### src/rtl/siso_frame_deser.sv
`default_nettype none
// ============================================================================
// Module   : siso_frame_deser
// Brief    : Serial frame receiver: start bit, LSB-first data, optional even
//            parity, stop bit; presents word, valid/error pulses, frame count.
// Revision : 1.0
// ============================================================================
module siso_frame_deser #(
    parameter int DATA_W    = 8,
    parameter int PARITY_EN = 1
) (
    input  logic              clk,
    input  logic              rst,
    input  logic              sin,
    output logic [DATA_W-1:0] dout,
    output logic              dout_valid,
    output logic              parity_err,
    output logic              frame_err,
    output logic              busy,
    output logic [7:0]        frame_cnt
);

    localparam int c_cnt_w = $clog2(DATA_W);
    localparam logic [c_cnt_w-1:0] c_last_bit = c_cnt_w'(DATA_W - 1);

    typedef enum logic [1:0] {
        IDLE   = 2'd0,
        DATA   = 2'd1,
        PARITY = 2'd2,
        STOP   = 2'd3
    } state_t;

    state_t              state_q, state_d;
    logic [c_cnt_w-1:0]  bit_cnt_q, bit_cnt_d;
    logic [DATA_W-1:0]   shreg_q, shreg_d;
    logic                par_q, par_d;
    logic [DATA_W-1:0]   dout_q, dout_d;
    logic                dout_valid_q, dout_valid_d;
    logic                parity_err_q, parity_err_d;
    logic                frame_err_q, frame_err_d;
    logic [7:0]          frame_cnt_q, frame_cnt_d;

    always_ff @(posedge clk or posedge rst) begin
        if (rst) begin
            state_q      <= IDLE;
            bit_cnt_q    <= '0;
            shreg_q      <= '0;
            par_q        <= 1'b0;
            dout_q       <= '0;
            dout_valid_q <= 1'b0;
            parity_err_q <= 1'b0;
            frame_err_q  <= 1'b0;
            frame_cnt_q  <= 8'd0;
        end else begin
            state_q      <= state_d;
            bit_cnt_q    <= bit_cnt_d;
            shreg_q      <= shreg_d;
            par_q        <= par_d;
            dout_q       <= dout_d;
            dout_valid_q <= dout_valid_d;
            parity_err_q <= parity_err_d;
            frame_err_q  <= frame_err_d;
            frame_cnt_q  <= frame_cnt_d;
        end
    end

    always_comb begin
        state_d      = state_q;
        bit_cnt_d    = bit_cnt_q;
        shreg_d      = shreg_q;
        par_d        = par_q;
        dout_d       = dout_q;
        dout_valid_d = 1'b0;
        parity_err_d = 1'b0;
        frame_err_d  = 1'b0;
        frame_cnt_d  = frame_cnt_q;

        case (state_q)
            IDLE: begin
                if (sin) begin
                    state_d   = DATA;
                    bit_cnt_d = '0;
                end
            end
            DATA: begin
                shreg_d[bit_cnt_q] = sin;
                if (bit_cnt_q == c_last_bit) begin
                    state_d = (PARITY_EN != 0) ? PARITY : STOP;
                end else begin
                    bit_cnt_d = bit_cnt_q + 1'b1;
                end
            end
            PARITY: begin
                par_d   = sin;
                state_d = STOP;
            end
            STOP: begin
                // The stop bit always ends the frame; it is never a new start bit.
                if (!sin) begin
                    dout_d       = shreg_q;
                    dout_valid_d = 1'b1;
                    parity_err_d = (PARITY_EN != 0) && ((^shreg_q) ^ par_q);
                    frame_cnt_d  = frame_cnt_q + 8'd1;
                end else begin
                    frame_err_d  = 1'b1;
                end
                state_d = IDLE;
            end
            default: state_d = IDLE;
        endcase
    end

    assign dout       = dout_q;
    assign dout_valid = dout_valid_q;
    assign parity_err = parity_err_q;
    assign frame_err  = frame_err_q;
    assign frame_cnt  = frame_cnt_q;
    assign busy       = (state_q != IDLE);

endmodule
`default_nettype wire

### config.mk
export PLATFORM = sky130hd
export DESIGN_NAME = siso_frame_deser
export DESIGN_NICKNAME = d
export VERILOG_FILES = /design/src/rtl/siso_frame_deser.sv
export SDC_FILE = /design/constraint.sdc
export NUM_CORES = 1
export LEC_CHECK = 0
export CELL_PAD_IN_SITES_DETAIL_PLACEMENT = 1
export CELL_PAD_IN_SITES_GLOBAL_PLACEMENT = 2
export CORE_ASPECT_RATIO = 0.8
export CORE_MARGIN = 1.5
export CORE_UTILIZATION = 37
export DETAILED_ROUTE_END_ITERATION = 7
export GPL_ROUTABILITY_DRIVEN = 0
export PLACE_DENSITY = 0.9
export SKIP_CTS_REPAIR_TIMING = 1
export SYNTH_ARGS = -nofsm -noshare
export SYNTH_HDL_FRONTEND = slang
export SYNTH_SLANG_ARGS = --single-unit
### constraint.sdc
create_clock -name clk -period 2.48 [get_ports clk]
set_input_delay 0.248 -clock clk [delete_from_list [all_inputs] [get_ports clk]]
set_output_delay 0.248 -clock clk [all_outputs]
set_load 0.02 [all_outputs]
# After elaboration in Yosys (flattened, before gate mapping)
# Index checks and enable logic that the tools add are counted.
# W data, S select, Z words.
# word_totals
reg_bits	33
inputBits	3
output_inout_bits	20
word_cells	45
# classes
add_sub_neg	2
magnitude_cmp	2
eq_ne	7
mux	15
bitwise_logic	2
n_reduce_logical	8
# ops
op	n
$add A8 B1 Y8 const B	1
$bwmux W8	1
$pmux W2 S4	1
$reduce_xor A8 Y1	1
$mux W1	7
$mux W3	2
$ne A2 B2 Y1 const B	3
$pmux W3 S2	1
$eq A2 B2 Y1 const B	2
$lt A3 B4 Y1 const B	1
$mux W2	2
$reduce_and A2 Y1	2
$reduce_bool A2 Y1	2
$add A3 B1 Y3 const B	1
$demux W1 S3	1
$eq A3 B3 Y1 const B	1
$ge A3 B1 Y1 const B	1
$reduce_and A3 Y1	1
$eq A2 B1 Y1 const B	1
$logic_not A2 Y1	1
$logic_and A1 B1 Y1	1
$not A1 Y1	1
$xor A1 B1 Y1	1

# Logic depth before layout (Yosys ltp)
# depth
ltp_word	5
mapped_depth	6
ltp_nobuf	5

# Least setup slack after synthesis
# OpenSTA, ideal clock, no wires.
# synth_path
path_kind	register -> register
start	register bit_cnt_q[1]
end	register state_q[1]
setup_ps	128
arrival_ps	1409
required_ps	2352
setup_slack_ps	943
stages_incl_launch_ff	6
path_buffers	0
period_less_slack_ps	1537
path_cell_list	dfrtp_1 ha_1 ha_1 inv_1 a21oi_1 mux2_1
# synth_between
elab_chain_len	3
# synth_lines
item	line_no	text
from (decl)	34	logic [c_cnt_w-1:0] bit_cnt_q, bit_cnt_d;
from (signal assigned)	56	bit_cnt_q <= bit_cnt_d;
$eq A3 B3 Y1	87	if (bit_cnt_q == c_last_bit) begin
$ne A2 B2 Y1 (no source line)	-	
$reduce_and A2 Y1 (no source line)	-	
to (signal assigned)	55	state_q <= state_d;
to (decl)	33	state_t state_q, state_d;
# Every way passes these cells.
# A chain may end at the register's enable or synchronous reset.

# Final worst setup path
# layout_path
start	register state_q[0]
end	output port busy
# layout_between
elab_chain_len	1
# layout_lines
item	line_no	text
$reduce_bool A2 Y1	118	assign busy = (state_q != IDLE);
to (decl)	19	output logic busy,
# Every way passes these cells.

==> run summary <==
====================================================================================================
Outcome                                                                                 finished clean
Synth unique cells                                                                                33
Final routed wirelength across all metal layers                                              3.52 mm
Initial standard-cell utilization of the core                                                  38.4%
Iteration-0 DRC Markers                                                                           47
Die area                                                                                   4710 um^2
Detailed placement HPWL                                                                      2.47 mm
Power per standard cell area                                                            1340 nW/um^2
Nets in the synthesized netlist                                                                  158
Share of layout cells above drive strength 1                                                   12.6%
Area used by multi-input combinational logic                                                716 um^2
Dominant cell type by area after synthesis                                              sky130_fd_sc_hd__dfrtp_1
Number of nets still failing antenna checks after routing                                          0
Peak fanout along the critical path                                                                5
First-pass GRT wire length                                                                   5.62 mm
Count of mapped cells out of synthesis                                                           147
Endpoint of the most critical register-to-register path                                   state_q[1]
Total global routing track utilization                                                         16.2%
Final Slew Violations                                                                              0
Count of input and output buffers                                                                 22
Initial antenna violation count                                                                    0
Count of nets after finishing                                                                    185
Sequential fraction of the synthesis area                                                      51.8%
Area share of the leading cell type in the synthesized netlist                                 51.8%
Biggest area contributors in the synthesized netlist                                    sky130_fd_sc_hd__dfrtp_1, sky130_fd_sc_hd__nand2_1, sky130_fd_sc_hd__ha_1
Worst setup skew after layout                                                                4.99 ps
Critical Path AT                                                                             1730 ps
Number of flops mapped to enable cells by yosys                                                    0
DRC violation count after routing                                                                  0
Fraction of registers with async set/reset                                                      100%
Worst IR Drop VDD                                                                         0.000661 V
Yosys warnings                                                                                     0
CTS HTree Levels                                                                                   2
WS Path Type                                                                            flop to output port
Total I/O pin count                                                                               23
Layout overhead on the synthesized area                                                        25.6%
Setup TNS                                                                                       0 ps
Worst reg2reg path depth                                                                           5
Via total after detailed routing                                                                1127
Number of vias per cell after detailed routing                                                  4.86
TritonCTS Buffers                                                                                  5
Pleak                                                                                       0.932 nW
Routed wirelength normalized by instance count                                               15.2 um
Transition time of the tightest slew-check pin                                                611 ps
Total standard cell area after synthesis                                                   1590 um^2
Number of global-route vias before repair                                                       1090
Core box area                                                                              4150 um^2
Type of element launching the critical path                                                     flop
Startpoint of the lowest-slack register-to-register path                                bit_cnt_q[0]
Minimum period implied by the final worst setup slack                                        1970 ps
Clock Path Buffers                                                                                 2
Final cycle utilization of the critical path                                                   79.6%
Total of endpoints with negative setup slack in the final report                                   0
Largest net degree at the start of global routing                                                 34
Slew margin rel.                                                                               59.3%
Worst-case register-to-register setup slack                                                   680 ps
Mean cell area of the mapped netlist                                                       10.8 um^2
RSZ-0062 raised after global routing                                                           false
Count of endpoints failing hold in the final timing report                                         0
Number of antenna cells inserted                                                                   0
Clock-pin slew reported for the worst setup and hold paths after clock tree synthesis          70 ps
Timing-limited maximum frequency                                                           0.507 GHz
Die height                                                                                   61.7 um
Max-cap violation count                                                                            0
Clock tree from TritonCTS                                                                        yes
Buffer cell driving the clock tree root                                                 sky130_fd_sc_hd__clkbuf_8
Area occupied by registers                                                                  826 um^2
Top FF cell, synth                                                                      sky130_fd_sc_hd__dfrtp_1
Router iterations before antenna repair                                                            4
Chip width                                                                                   76.4 um
Most used cells in the layout excluding fill and tap cells                              sky130_fd_sc_hd__nand2_1, sky130_fd_sc_hd__dfrtp_1, sky130_fd_sc_hd__clkdlybuf4s50_1
Filler Cells Inserted                                                                            474
Standard-cell row count                                                                           21
Sum of overflow across all layers after global routing                                             0
Final standard cell utilization of the core                                                    48.2%
Clk sink count                                                                                    33
Endpoint kind of the worst setup timing path                                             output port
Hold crit path type                                                                     input port to async pin
Clock latency on the worst-skew pair                                                          290 ps
Number of synthesized register bits                                                               33
CP required                                                                                  2230 ps
====================================================================================================
routing by layer:
metal / vias to the layer above / share of wire (%) / global-route usage, %
met3: 8 / 3.4 / 4.23
met5: - / 0 / 0
li1: 549 / - / -
met2: 18 / 47 / 25.8
met4: 0 / 1.8 / 8.73
met1: 552 / 47 / 21.1
per-stage QoR:
| step | hold WS (ps) | instances | instance area, um^2 | power, mW | worst slack, ps |
|---|---|---|---|---|---|
| after floorplan | 377 | 147 | 1590 | 1.76 | 943 |
| after global placement | 457 | 224 | 1890 | 2.10 | 660 |
| after detailed placement | 462 | 224 | 1890 | 2.17 | 589 |
| after CTS | 376 | 232 | 2000 | 2.72 | 481 |
| after global routing | 411 | 232 | 2000 | 2.86 | 407 |
| final | 352 | 232 | 2000 | 2.68 | 507 |
flip-flops by register name (all words and copies together), names as in the netlist:
| signal | flops |
|---|---|
| dout | 8 |
| frame_cnt | 8 |
| shreg_q | 8 |
| bit_cnt_q | 3 |
| state_q | 2 |
| dout_valid | 1 |
| frame_err | 1 |
| par_q | 1 |
| parity_err | 1 |
cells in the mapped netlist, drive strengths merged, types with 2 or more instances:
cell	count
o21ai	2
inv	8
mux2	10
clkbuf	2
xnor3	2
nor3	5
nand2b	2
xor2	3
xnor2	6
or2	2
or3	2
mux2i	2
dfrtp	33
nor2b	3
buf	3
ha	8
a21oi	2
nand2	33
o221ai	2
nand4	8
a31oi	2
power by group:
| group | leakage (nW) | switching (mW) | internal [mW] |
|---|---|---|---|
| Combinational | 0.457 | 0.567 | 0.618 |
| Clock | 0.0585 | 0.201 | 0.327 |
| Sequential | 0.417 | 0.213 | 0.756 |
kinds of logic after synthesis:
| family | count (synthesis) | share of synthesized area [%] |
|---|---|---|
| flip-flops | 33 | 51.8 |
| multiplexers | 12 | 8.56 |
| XOR/XNOR | 11 | 7.77 |
| AND/OR/NAND/NOR | 60 | 18.1 |
| adder cells (fa/ha/maj) | 8 | 6.28 |
| AO/OA/AOI/OAI | 10 | 4.16 |
| buffers and inverters | 13 | 3.30 |
area by class of cell:
| class | count | share of cell area, % |
|---|---|---|
| clock buffers | 7 | 4.31 |
| clock inverters | 1 | 1.50 |
| inverters | 8 | 1.50 |
| multi-input cells | 101 | 35.7 |
| flip-flops and latches | 33 | 41.3 |
| well taps | 57 | 3.56 |
| repair buffers | 25 | 12.1 |
critical path, cell delays in order, from the launching register on:
cell,delay (ps)
sky130_fd_sc_hd__dfrtp_1,390
sky130_fd_sc_hd__inv_1,110
sky130_fd_sc_hd__ha_1,280
sky130_fd_sc_hd__inv_1,70
sky130_fd_sc_hd__clkdlybuf4s50_1,590
how the worst max path moves through the flow:
stage | from | to | slack, ps | depth (start not counted)
5_1_grt | state_q[0] | busy | 410 | 4
6_report | state_q[0] | busy | 510 | 4
3_3_place_gp | sin | frame_cnt[6] | 660 | 5
2_1_floorplan | bit_cnt_q[1] | state_q[1] | 940 | 5
3_5_place_dp | sin | frame_cnt[6] | 590 | 5
4_1_cts | state_q[0] | busy | 480 | 4
(Power assumes the default switching activity.)
